File: src/rtl/mult_accumulator_pkg.sv
// Shared definitions for the product accumulator and the wallace32 test
// environment.
//   - state_t     : accumulator control states
//   - MP_PW       : product width delivered by wallace32
//   - MP_GUARD    : default number of guard bits above the product width
//   - MP_CNT_W    : default width of the term counter
package mult_pkg;

    typedef enum logic [1:0] {
        IDLE  = 2'd0,
        ACCUM = 2'd1,
        DONE  = 2'd2
    } state_t;

    localparam int MP_PW    = 64;
    localparam int MP_GUARD = 8;
    localparam int MP_CNT_W = 8;

endpackage

File: src/rtl/mult_accumulator_if.sv
// Bundle of the run-control, product-stream and result signals of the
// accumulator.
//   master : the environment (operand feeder / result consumer)
//   slave  : the accumulator itself
// Signals:
//   start, num_terms       run request and number of products to sum
//   prod_in, prod_valid    product stream from the multiplier
//   prod_ready             accumulator accepts the product this cycle
//   acc_out, acc_valid     result and its hold-until-ack qualifier
//   acc_ack                consumer takes the result
//   busy, overflow         status
interface mult_accumulator_if
    import mult_pkg::*;
#(
    parameter int PW    = MP_PW,
    parameter int GUARD = MP_GUARD,
    parameter int CNT_W = MP_CNT_W
);
    localparam int AW = PW + GUARD;

    logic             start;
    logic [CNT_W-1:0] num_terms;
    logic [PW-1:0]    prod_in;
    logic             prod_valid;
    logic             prod_ready;
    logic [AW-1:0]    acc_out;
    logic             acc_valid;
    logic             acc_ack;
    logic             busy;
    logic             overflow;

    modport master (
        output start, num_terms, prod_in, prod_valid, acc_ack,
        input  prod_ready, acc_out, acc_valid, busy, overflow
    );

    modport slave (
        input  start, num_terms, prod_in, prod_valid, acc_ack,
        output prod_ready, acc_out, acc_valid, busy, overflow
    );

endinterface

File: src/rtl/mult_accumulator.sv
// Sums a programmed number of unsigned products into a guard-banded
// accumulator and presents the result until it is acknowledged.
// Ports:
//   clk  : rising-edge clock
//   rst  : asynchronous, active-high reset (discards any run in progress)
//   bus  : mult_accumulator_if.slave (run control, product stream, result)
// The interface instance must be built with the same PW/GUARD/CNT_W values.
module mult_accumulator
    import mult_pkg::*;
#(
    parameter int PW    = MP_PW,
    parameter int GUARD = MP_GUARD,
    parameter int CNT_W = MP_CNT_W
) (
    input  logic                clk,
    input  logic                rst,
    mult_accumulator_if.slave   bus
);

    localparam int AW = PW + GUARD;

    localparam logic [1:0] S_IDLE  = IDLE;
    localparam logic [1:0] S_ACCUM = ACCUM;
    localparam logic [1:0] S_DONE  = DONE;

    logic [1:0]       r_state;
    logic [AW-1:0]    r_acc;
    logic [CNT_W-1:0] r_remaining;
    logic             r_overflow;

    logic             w_xfer;
    logic [AW:0]      w_sum;

    // Products are only accepted while accumulating; all other states
    // ignore prod_valid entirely.
    assign w_xfer = (r_state == S_ACCUM) && bus.prod_valid;

    // One extra bit on the sum captures the carry out of the accumulator.
    assign w_sum = {1'b0, r_acc} + {{(GUARD + 1){1'b0}}, bus.prod_in};

    always_ff @(posedge clk or posedge rst) begin
        if (rst) begin
            r_state     <= S_IDLE;
            r_acc       <= '0;
            r_remaining <= '0;
            r_overflow  <= 1'b0;
        end else begin
            case (r_state)
                S_IDLE: begin
                    if (bus.start) begin
                        r_acc       <= '0;
                        r_overflow  <= 1'b0;
                        r_remaining <= bus.num_terms;
                        // A zero-length run completes immediately with 0.
                        r_state     <= (bus.num_terms != '0) ? S_ACCUM : S_DONE;
                    end
                end
                S_ACCUM: begin
                    if (w_xfer) begin
                        r_acc       <= w_sum[AW-1:0];
                        r_remaining <= r_remaining - CNT_W'(1);
                        if (w_sum[AW])
                            r_overflow <= 1'b1;
                        if (r_remaining == CNT_W'(1))
                            r_state <= S_DONE;
                    end
                end
                S_DONE: begin
                    // start is deliberately not looked at here, even when it
                    // coincides with acc_ack.
                    if (bus.acc_ack)
                        r_state <= S_IDLE;
                end
                default: r_state <= S_IDLE;
            endcase
        end
    end

    assign bus.prod_ready = (r_state == S_ACCUM);
    assign bus.acc_valid  = (r_state == S_DONE);
    assign bus.busy       = (r_state != S_IDLE);
    assign bus.acc_out    = r_acc;
    assign bus.overflow   = r_overflow;

endmodule
File: src/flat_wrapper.sv
// flat-port wrapper written by rule: the top's interface ports become plain ports
module mult_accumulator_flat import mult_pkg::*;
#(
    parameter int PW    = MP_PW,
    parameter int GUARD = MP_GUARD,
    parameter int CNT_W = MP_CNT_W
)
  (clk, rst, bus_start, bus_num_terms, bus_prod_in, bus_prod_valid, bus_acc_ack, bus_prod_ready, bus_acc_out, bus_acc_valid, bus_busy, bus_overflow);
  mult_accumulator_if #(.PW(PW), .GUARD(GUARD), .CNT_W(CNT_W)) bus_i ();
  input  logic clk;
  input  logic rst;
  input wire logic [$bits(bus_i.start)-1:0] bus_start;
  input wire logic [$bits(bus_i.num_terms)-1:0] bus_num_terms;
  input wire logic [$bits(bus_i.prod_in)-1:0] bus_prod_in;
  input wire logic [$bits(bus_i.prod_valid)-1:0] bus_prod_valid;
  input wire logic [$bits(bus_i.acc_ack)-1:0] bus_acc_ack;
  output wire logic [$bits(bus_i.prod_ready)-1:0] bus_prod_ready;
  output wire logic [$bits(bus_i.acc_out)-1:0] bus_acc_out;
  output wire logic [$bits(bus_i.acc_valid)-1:0] bus_acc_valid;
  output wire logic [$bits(bus_i.busy)-1:0] bus_busy;
  output wire logic [$bits(bus_i.overflow)-1:0] bus_overflow;
  assign bus_i.start = bus_start;
  assign bus_i.num_terms = bus_num_terms;
  assign bus_i.prod_in = bus_prod_in;
  assign bus_i.prod_valid = bus_prod_valid;
  assign bus_i.acc_ack = bus_acc_ack;
  assign bus_prod_ready = bus_i.prod_ready;
  assign bus_acc_out = bus_i.acc_out;
  assign bus_acc_valid = bus_i.acc_valid;
  assign bus_busy = bus_i.busy;
  assign bus_overflow = bus_i.overflow;
  mult_accumulator #(.PW(PW), .GUARD(GUARD), .CNT_W(CNT_W)) u_core (.clk(clk), .rst(rst), .bus(bus_i));
endmodule
File: config.mk
export PLATFORM = sky130hd
export DESIGN_NAME = mult_accumulator_flat
export DESIGN_NICKNAME = d
export VERILOG_FILES = /design/src/rtl/mult_accumulator_pkg.sv /design/src/rtl/mult_accumulator_if.sv /design/src/rtl/mult_accumulator.sv /design/src/flat_wrapper.sv
export SDC_FILE = /design/constraint.sdc
export NUM_CORES = 1
export LEC_CHECK = 0
export ABC_AREA = 1
export ABC_CLOCK_PERIOD_IN_PS = 2700
export CAP_MARGIN = 10
export CORE_MARGIN = 1.5
export CORE_UTILIZATION = 46
export DETAILED_ROUTE_END_ITERATION = 6
export GPL_ROUTABILITY_DRIVEN = 0
export PLACE_DENSITY_LB_ADDON = 0.3
export SETUP_SLACK_MARGIN = 0.05
export SYNTH_ARGS = -nofsm -noshare
export SYNTH_HDL_FRONTEND = slang
export SYNTH_SLANG_ARGS = --single-unit
File: constraint.sdc
create_clock -name clk -period 2.7 [get_ports clk]
set_clock_uncertainty 0.05 [all_clocks]
set_input_delay 0.54 -clock clk [delete_from_list [all_inputs] [get_ports clk]]
set_output_delay 0.54 -clock clk [all_outputs]
set_load 0.01 [all_outputs]
* After elaboration in Yosys (flattened, before gate mapping)
Index checks and enable logic that the tools add are counted.
Widths: inputs -> output; s select.
** Storage, ports and cells
- Input port bits :: 77
- Logic and storage cells :: 38
- Register bits :: 83
** Operators by class
- Reductions and logical operators :: 8
- Multiplexer cells :: 16
- Add/subtract/negate cells :: 2
- Equal/unequal tests :: 8
** Operators by type and width (number)
- $mux 72 :: 2
- $pmux 72 s2 :: 1
- $add 72x64->73 :: 1
- $mux 8 :: 2
- $pmux 8 s2 :: 1
- $mux 2 :: 5
- $eq 8x1->1 const B :: 1
- $reduce_and 4->1 :: 2
- $reduce_bool 8->1 :: 1
- $sub 8x1->8 const B :: 1
- $ne 2x1->1 const B :: 3
- $pmux 2 s3 :: 1
- $ne 2x2->1 const B :: 2
- $reduce_bool 2->1 :: 2
- $mux 1 :: 3
- $reduce_and 3->1 :: 1
- $eq 2x1->1 const B :: 1
- $eq 2x2->1 const B :: 1
- $logic_not 2->1 :: 1
- $pmux 1 s2 :: 1
- $logic_and 1x1->1 :: 1

* Logic depth before layout (Yosys ltp)
Gate-level depths: netlist of the first run.
- Depth in word-level cells :: 4
- Mapped depth :: 16
- Mapped depth without buffers :: 16

* Worst setup path after synthesis of the first run
Ideal clock, no wire load.
- Kind :: input -> register
- Start point :: input port bus_prod_in[0]
- End point :: register u_core.r_acc[64], in the netlist u_core.bus.acc_out[64]
- Setup time :: 119 ps
- Data required time :: 2531 ps
- Path buffers :: 0
- Setup slack :: 467 ps
- Stages on the path :: 14
- Data arrival time :: 2064 ps
- Path through :: ha_1 -> fa_1 -> nand3_1 -> nand3_1 -> nand2_1 -> nand3_2 -> nand2_1 -> nand2_2 -> nand2_1 -> nand2_2 -> nand2_1 -> nand2_1 -> a21oi_1 -> nor2_1
** On the way
- Cells in the longest elaborated chain, start to end :: 3
** RTL lines
- start: declaration :: line flat_wrapper.sv:14 : input wire logic [$bits(bus_i.prod_in)-1:0] bus_prod_in;
- $add 72x64->73 :: line mult_accumulator.sv:39 : assign w_sum = {1'b0, r_acc} + {{(GUARD + 1){1'b0}}, bus.prod_in};
- $mux 72 :: line mult_accumulator.sv:59 : if (w_xfer) begin
- $pmux 72 s2 :: line mult_accumulator.sv:48 : case (r_state)
- end signal: assignment :: line mult_accumulator.sv:60 : r_acc <= w_sum[AW-1:0];
- end: declaration :: line mult_accumulator.sv:27 : logic [AW-1:0] r_acc;
Every way passes these cells. The select of a mux whose other input is x is not followed.
A chain may end at the register's enable or synchronous reset.

* Worst setup path after layout of the first run
- Start point :: input port bus_prod_in[52]
- End point :: register u_core.r_acc[61], in the netlist u_core.bus.acc_out[61]
Same word-level chain as after synthesis.

==> run metrics, run 1 <==
CTS HTree Levels 3; Most used DFF post-synth dfrtp_1; DRC violations left 0; latest clock arrival within the worst-skew pair approximately 360 ps; P&R area growth vs syn 35.42%; vias in the first global route 10,670; Post-synth top cells nand2_1 (610), inv_1 (238), nor2_1 (175); Synth Net Count 1,744; die area 0.02106 mm^2; Max rail drop VDD 0.5932 mV; crit end category register; drt pass-1 iters 6; Setup Buffers After CTS 0; Num CTS Buffers 9; synth unique cells 44; top-count cell post-synth nand2_1; I/O pins 153; top cell type's share of synthesized area 0.2464; register area share after synthesis 0.2235; compound-cell area share of the yosys netlist 0.1283; EDFF count, synth 0; final hold slack about 460 ps; CP required between 2000 and 3000 ps; Num Clock Sinks 83; Post-Syn Instances 1,600; Tmin final around 2500 ps; Slew Limit Fails 0; antenna-violating nets left 0; Bufs on Longest Clock Path 2; CTS Root Cell clkbuf_16; # Max-Cap Violations 0; Synth Area in Simple Gates 0.4385; Initial DRC Count roughly 880; total wire length ~32,000 um; XOR/XNOR Fraction of Synth Area 0.007541; first-pass GRT wire length around 52,000 um; worst path arrival time roughly 2700 ps; final setup TNS 0 ps; top cells by area, synth nand2_1 (25%), dfrtp_1 (22%), inv_1 (9.6%); Synth warnings 0; Final Setup Violations 0; Vias per Instance ~5.2; clock slew at reported path FFs around 70 ps; worst slew pin tran about 540 ps; largest net degree at the start of global routing between 60 and 70; unrepaired setup endpoints after global routing true; crit share post-route 0.9395; Fin. Hold Viols 0; metal3 WL slightly below 3000 um; gr usage total 0.3012; CTS tree yes; Layout fillers around 1,900; Setup crit start kind input port; detailed placement HPWL approximately 26,000 um; post-synth top area cell nand2_1; Metal-1 WL roughly 14,000 um; number of port buffers between 150 and 200; final net count a little over 2,000; critical path class input port to register; CP max FO 4; multiplexer share of the synthesized area 0; Hold Crit Class register to register; largest family of logic cells by synthesized area simple AND/OR/NAND/NOR gates; PwrDens approximately 990 mW/mm^2; status finished clean; wire per inst 14.76 um; Core Rows slightly above 50; metal2 WL around 14,000 um; Mean Syn Cell Area roughly 5.8 um^2; DR vias 11,220; slack of the worst reg-to-reg path 340 ps; layout cell share with drive strength beyond 1 0.1513; GRT overflow 0; Post-Synth Adder-Cell Area 0.09103; Max Fclk between 300 and 400 MHz; Die Ht 145.1 um; top routing layer used met4; Die X 145.1 um; asr flop ratio synth 1.000; FF+latch count, synth 83; CORE AREA 0.01965 mm^2; initial core utilization 0.4728; Post-Synthesis Cell Area just over 0.009 mm^2; # diodes 0; Rel. slew slack 0.6392; Leak approximately 6.7 nW; antenna violations before repair 0
-- cell usage in the layout (no fill, tap or decap), types with 3 or more instances in the layout --
| master | synthesis | final |
|---|---|---|
| a21oi_1 | 99 | 97 |
| a21oi_2 | 4 | 6 |
| buf_4 | 2 | 152 |
| clkbuf_16 | 0 | 9 |
| clkdlybuf4s50_1 | 0 | 152 |
| clkinvlp_4 | 0 | 3 |
| dfrtp_1 | 83 | 83 |
| ha_1 | 66 | 66 |
| inv_1 | 238 | 237 |
| inv_2 | 14 | 14 |
| nand2_1 | 610 | 607 |
| nand2_2 | 31 | 34 |
| nand3_1 | 55 | 54 |
| nand3_2 | 12 | 13 |
| nand3b_1 | 7 | 7 |
| nand4_1 | 5 | 5 |
| nor2_1 | 175 | 171 |
| nor2_2 | 23 | 26 |
| nor2_4 | 5 | 6 |
| nor3_1 | 9 | 9 |
| nor3_2 | 5 | 5 |
| nor3_4 | 3 | 3 |
| nor4_1 | 5 | 5 |
| o21ai_0 | 71 | 70 |
| o21ai_1 | 10 | 11 |
| o21ai_2 | 3 | 3 |
| o21bai_1 | 11 | 11 |
| o31ai_1 | 7 | 7 |
| or2_2 | 5 | 5 |
| xnor2_1 | 8 | 8 |
-- timing repair --
action | in CTS | in global routing
endpoints found under the setup margin | 0 | 21
hold endpoints to repair | 0 | 0
hold buffers | 0 | 0
resized for setup | 0 | 13
-- state kept, by name (all words and copies together) (netlist names) --
name and flops:
u_core.r_state 2, u_core.bus.overflow 1, u_core.bus.acc_out 72, u_core.r_remaining 8
-- logic make-up after synthesis --
kind of cell               Yosys count
AOI/OAI and AO/OA                  217
xor gates and xnor gates             8
adders and majority gates           67
buffers and inverters              270
DFF                                 83
and+or+nand+nor                    955
-- final cells by class --
class / instances / area [um^2] / area share
Multi-Input combinational cell: 1247 / 6220 / 0.4943
Timing Repair Buffer: 305 / 2683 / 0.2132
Sequential cell: 83 / 2077 / 0.1651
Inverter: 253 / 953.4 / 0.07578
Tap cell: 265 / 331.6 / 0.02635
Clock buffer: 10 / 229.0 / 0.01820
Clock inverter: 6 / 88.84 / 0.007060
-- path summary, 6_finish.rpt --
check,endpoint,cells past startpoint,startpoint
worst max-delay path,u_core.bus.acc_out[61],15,bus_prod_in[52]
worst min-delay path,u_core.r_remaining[7],2,u_core.r_remaining[7]
worst max register to register,u_core.bus.acc_out[64],12,u_core.bus.acc_out[62]
worst min register to register,u_core.r_remaining[7],2,u_core.r_remaining[7]
max in group asynchronous,u_core.bus.acc_out[67],3,rst
min in group asynchronous,u_core.bus.acc_out[39],3,rst
-- metal layers --
metal / GRT usage / up-vias
met4: 0.1230 / 0
li1: - / 5600
met1: 0.3937 / 5002
met5: 0 / -
met2: 0.4840 / 539
met3: 0.06195 / 81
-- through the flow --
stage	total power, mW	setup WS [ps]	util	area [um^2]	instances
detailed placement	10.88	-291.6	0.6221	12230	2153
finish	12.52	163.3	0.6402	12580	2169
CTS	12.36	75.37	0.6383	12540	2169
floorplan	7.116	466.7	-	9295	1600
global placement	10.72	-222.2	0.6221	12230	2153
global route	13.51	28.80	0.6402	12580	2169
-- power by group --
part	total, mW	switching, mW	internal (mW)
logic	8.92	5.17	3.75
clock network	1.42	0.602	0.815
registers	2.18	0.453	1.73
total	12.5	6.22	6.30
-- worst max-delay path: stages --
cell	delay, ps
clkdlybuf4s50_1	420
ha_1	340
nand2_1	80
buf_4	140
nor2_1	90
inv_1	100
o21ai_0	440
nand2_1	90
nand2_1	90
a21oi_1	50
buf_4	150
nand2_1	50
nand2_1	40
nand3_1	70
nand2_1	50
Power figures use the tool's default switching activity.
==> run 2: changes to the inputs <==
--- a/config.mk
+++ b/config.mk
@@ -13,7 +13,7 @@
 export DETAILED_ROUTE_END_ITERATION = 6
 export GPL_ROUTABILITY_DRIVEN = 0
 export PLACE_DENSITY_LB_ADDON = 0.3
-export SETUP_SLACK_MARGIN = 0.05
+export SETUP_SLACK_MARGIN = 0.4
 export SYNTH_ARGS = -nofsm -noshare
 export SYNTH_HDL_FRONTEND = slang
 export SYNTH_SLANG_ARGS = --single-unit
==> run 2 against run 1 <==
  * Cell count is 1.3% higher
  * Critical path depth down 2
  * Register-to-register slack improved by 70 ps
  * Largest cell class unchanged
==> run metrics, run 2 (synthesized netlist as in run 1, its figures left out) <==
status finished clean; Placed Cells incl. Taps ~2,200; Tmin final 2376 ps; Hold Crit Class register to register; die area approximately 0.021 mm^2; wire per inst approximately 17 um; CTS tree yes; Worst Hold Endpoint u_core.r_remaining[7]; gr usage total 0.3233; final setup TNS 0 ps; launch point of the critical path bus_prod_in[54]; Initial DRC Count 1,193; Slew Limit Fails 0; Die X 145.1 um; most common cell after layout, fill and taps aside nand2_1; P&R area growth vs syn 57.55%; FF-to-FF Start u_core.bus.acc_out[60]; slack of the worst reg-to-reg path about 410 ps; multi-input gate area in the final layout roughly 0.0080 mm^2; Max Fclk approximately 420 MHz; final net count about 2,100; Setup crit start kind input port; Die Ht about 150 um; hold buffer count at cts 0; latest clock arrival within the worst-skew pair around 370 ps; clock share of power 0.097; Leak between 7 and 8 nW; total wire length between 30,000 and 40,000 um; number of flip-flops in the largest register between 70 and 80; min-delay src u_core.r_remaining[7]; Fin. Hold Viols 0; Reg power frac 0.160; Num CTS Buffers 9; DR vias 12,150; Finished Layout Cells about 2,200; I/O pins ~150; initial core utilization 0.4728; hold-critical path depth 2; layout cell share with drive strength beyond 1 0.3095; PwrDens 1013 mW/mm^2; largest net degree at the start of global routing 66; Finished Core Util 0.7448; critical path class input port to register; Bufs on Longest Clock Path 2; FF+latch area just over 0.002 mm^2; # Max-Cap Violations 0; drt pass-1 iters 6; CTS Root Cell clkbuf_16; clock slew at reported path FFs ~70 ps; CORE AREA 0.01965 mm^2; crit share post-route 0.8798; Num Clock Sinks 83; Sw Ratio 0.5043; Final Setup Violations 0; reg2reg end u_core.bus.acc_out[66]; GRT overflow 0; DRC violations left 0; crit end category register; Vias per Instance 5.528; detailed placement HPWL approximately 26,000 um; Power Total roughly 15 mW; number of port buffers approximately 150; Max rail drop VDD around 0.65 mV; unrepaired setup endpoints after global routing true; combinational power share 0.744; antenna-violating nets left 0; Rel. slew slack 0.6379; worst path arrival time around 2600 ps; vias in the first global route 11,390; Net Switching about 7.5 mW; Worst R2R Path Depth 12; CP required roughly 2900 ps; CP max FO 4; worst slew pin tran 543.1 ps; # diodes 0; CTS HTree Levels 3; first-pass GRT wire length roughly 56,000 um; most frequent cells in the layout nand2_1 (527), inv_1 (223), buf_4 (178); Layout fillers ~1,500; antenna violations before repair 0; internal power roughly 7.3 mW; Core Rows 51
-- run 2: cell types whose count changed in the layout (fill, tap and decap cells not counted), moves of 26 or more --
cell,delta
nor2_2,+29
buf_4,+26
a21oi_1,-37
nor2_4,+31
dlymetal6s2s_1,+42
ha_4,+63
clkdlybuf4s50_1,-59
ha_1,-64
nand2_1,-80
nand2_2,+70
a21oi_2,+33
nor2_1,-60
-- run 2: area by class of cell --
| type | count | share of cell area |
|---|---|---|
| multi-input cells | 1247 | 0.5445 |
| repair buffers | 333 | 0.2038 |
| flip-flops and latches | 83 | 0.1420 |
| inverters | 253 | 0.06530 |
| well taps | 265 | 0.02265 |
| clock buffers | 10 | 0.01564 |
| clock inverters | 6 | 0.006068 |
-- run 2: through the flow --
| stage | hold slack, ps | area, um^2 | worst slack, ps |
|---|---|---|---|
| after floorplan | 403.3 | 9295 | 466.7 |
| after global placement | 420.8 | 12230 | -222.2 |
| after detailed placement | 443.3 | 12230 | -291.6 |
| after CTS | 459.4 | 13540 | 381.4 |
| after global routing | 485.1 | 14640 | 248.7 |
| final | 461.9 | 14640 | 324.5 |
-- run 2: what timing repair did --
action	4_1_cts	5_1_grt
pin swaps	45	106
setup buffers	9	19
resized for setup	180	265
setup endpoints to repair	55	56
-- run 2: worst max-delay path by stage --
stage / depth (start not counted) / slack (ps) / end
6_report: 13 / 320 / u_core.bus.acc_out[57]
3_5_place_dp: 16 / -290 / u_core.bus.acc_out[40]
5_1_grt: 13 / 250 / u_core.bus.acc_out[57]
2_1_floorplan: 14 / 470 / u_core.bus.acc_out[64]
4_1_cts: 14 / 380 / u_core.bus.acc_out[71]
3_3_place_gp: 16 / -220 / u_core.bus.acc_out[40]
-- run 2: worst max-delay path, cell delays in order --
cell and delay (ps):
clkdlybuf4s50_1 480, ha_4 340, nand2_2 120, nor2_1 130, inv_1 130, nor2_2 160, nand2_1 120, nor2_2 170
nand2_1 110, nand2_1 90, nand2_1 50, nand3_1 80, nand2_1 70
-- run 2: metal layers --
layer / wire (um) / part of all wire / track usage
met5: 0 / 0 / 0
met1: 14530 / 0.39 / 0.4065
met3: 3845 / 0.10 / 0.06667
met2: 17080 / 0.46 / 0.5366
met4: 1851 / 0.050 / 0.1367
-- run 2: power groups by stage --
| stage | clock (mW) | sequential, mW | combinational, mW |
|---|---|---|---|
| after floorplan | 0 | 2.29 | 4.83 |
| after global placement | 0 | 2.18 | 8.54 |
| after detailed placement | 0 | 2.20 | 8.69 |
| after CTS | 1.42 | 2.32 | 9.59 |
| after global routing | 1.47 | 2.43 | 11.8 |
| final | 1.43 | 2.37 | 11.0 |
==> run 3: changes to the inputs <==
--- a/config.mk
+++ b/config.mk
@@ -8,8 +8,9 @@
 export ABC_AREA = 1
 export ABC_CLOCK_PERIOD_IN_PS = 2700
 export CAP_MARGIN = 10
-export CORE_MARGIN = 1.5
+export CORE_MARGIN = 2
 export CORE_UTILIZATION = 46
+export CTS_CLUSTER_SIZE = 40
 export DETAILED_ROUTE_END_ITERATION = 6
 export GPL_ROUTABILITY_DRIVEN = 0
 export PLACE_DENSITY_LB_ADDON = 0.3
==> run 3 against run 2 <==
  * The flow now finishes with violations (DRC)
  * Via count is 2.1% higher
  * Routed wire length is 4.0% higher
  * First-iteration DRC count is 38% higher
  * Core utilization is 0.70 points higher
  * Sequential share of layout area is 0.12 points lower
  * Die area is 1.4% higher
  * Highest routed layer unchanged
==> run metrics, run 3 (synthesized netlist as in run 1, its figures left out) <==
final hold slack roughly 440 ps; CTS HTree Levels 3; detailed placement HPWL roughly 26,000 um; status finished, violations left; Leak 7.515 nW; vias in the first global route between 10,000 and 15,000; # Max-Cap Violations 0; Net Switching around 7.6 mW; first-pass GRT wire length 56,350 um; GRT overflow 0; most common cell after layout, fill and taps aside nand2_1; Hold Crit Class register to register; combinational power share 0.750; Placed Area 0.01227 mm^2; number of port buffers ~150; unrepaired setup endpoints after global routing true; die area about 0.021 mm^2; final setup TNS 0 ps; Power Total approximately 15 mW; Finished Layout Cells about 2,200; Rel. slew slack 0.6188; most frequent cells in the layout nand2_1 (518), inv_1 (222), buf_4 (186); wire per inst ~18 um; Tmin final roughly 2300 ps; crit end category register; worst slew pin tran roughly 570 ps; DR vias roughly 12,000; Sw Ratio 0.5054; multi-input gate area in the final layout 0.007971 mm^2; internal power 7.481 mW; Max Fclk roughly 440 MHz; antenna violations before repair 1; P&R area growth vs syn 59.04%; Vias per Instance 5.613; Final Setup Violations 0; largest net degree at the start of global routing 84; CP max FO 4; antenna-violating nets left 0; Reg power frac 0.157; Initial DRC Count 1,646; PwrDens slightly above 1000 mW/mm^2; Die X 146.1 um; clock share of power 0.093; CORE AREA between 0.015 and 0.02 mm^2; critical path class register to register; Num CTS Buffers 9; DRC violations left between 40 and 50; CTS Root Cell clkbuf_16; gr usage total 0.3251; Max rail drop VDD about 0.65 mV; initial core utilization 0.4728; Placed Cells incl. Taps around 2,200; hold buffer count at cts 0; final instance area about 0.015 mm^2; worst path arrival time 2500 ps; CTS tree yes; Slew Limit Fails 0; I/O pins ~150; Num Clock Sinks 83; Setup crit start kind register; drt pass-1 iters 7; FF+latch area 0.002081 mm^2; Core Rows 51; Bufs on Longest Clock Path 2; failing checks DRC; Layout fillers 1,408; crit share post-route 0.8510; CP required about 2900 ps; Fin. Hold Viols 0; clock slew at reported path FFs around 70 ps; total wire length 38,800 um; layout cell share with drive strength beyond 1 0.3220; Die Ht about 150 um; latest clock arrival within the worst-skew pair between 300 and 400 ps; number of flip-flops in the largest register 72; final net count ~2,100
run 3: what timing repair did:
| item | 4_1_cts | 5_1_grt |
|---|---|---|
| resized for setup | 157 | 305 |
| pin swaps | 28 | 107 |
| setup endpoints to repair | 54 | 55 |
| setup buffers | 9 | 27 |
run 3: metrics by stage:
| step | worst slack, ps | utilization |
|---|---|---|
| 2_1_floorplan | 466.7 | - |
| 3_3_place_gp | -176.8 | 0.6243 |
| 3_5_place_dp | -184.9 | 0.6243 |
| 4_1_cts | 374.2 | 0.6870 |
| 5_1_grt | 276.8 | 0.7518 |
| 6_report | 402.3 | 0.7518 |
run 3: worst paths after layout:
kind	slack (ps)	startpoint	cells after the start	end
worst min-delay path	440	u_core.r_remaining[7]	2	u_core.r_remaining[7]
min in group asynchronous	600	rst	3	u_core.bus.acc_out[41]
worst max register to register	400	u_core.bus.acc_out[3]	13	u_core.bus.acc_out[26]
max in group asynchronous	1570	rst	3	u_core.bus.acc_out[4]
worst min register to register	440	u_core.r_remaining[7]	2	u_core.r_remaining[7]
worst max-delay path	400	u_core.bus.acc_out[3]	13	u_core.bus.acc_out[26]
run 3: layout make-up:
cell class              instances  area share
multi-input cells            1247      0.5395
flip-flops and latches         83      0.1408
well taps                     265     0.02244
inverters                     253     0.06452
repair buffers                345      0.2113
clock inverters                 3    0.003048
clock buffers                  13     0.01829
diodes                          1   0.0001693
run 3: power groups by stage:
stage | Sequential (mW) | Clock, mW | Combinational [mW]
after global routing | 2.43 | 1.45 | 12.1
after detailed placement | 2.20 | 0 | 8.75
after CTS | 2.32 | 1.39 | 9.60
after global placement | 2.19 | 0 | 8.60
after floorplan | 2.29 | 0 | 4.83
final | 2.38 | 1.40 | 11.3
run 3: layer usage:
metal / GRT usage / up-vias / wire length, um / share of wire
li1: - / 5682 / - / -
met1: 0.4205 / 5625 / 14970 / 0.39
met2: 0.5243 / 867 / 17450 / 0.45
met3: 0.05906 / 230 / 4209 / 0.11
met4: 0.1597 / 0 / 2169 / 0.056
met5: 0 / - / 0 / 0
run 3: worst max-delay path, stage by stage (launching register included):
cell and delay (ps):
dfrtp_1 440, ha_4 320, nand2_1 140, nand2_1 110, nand2_1 50, nand2_1 50, nand2_1 50, nand3b_1 150
nand2_2 110, a21oi_4 340, buf_6 150, a21oi_1 60, o21ai_1 100, nand2_1 60
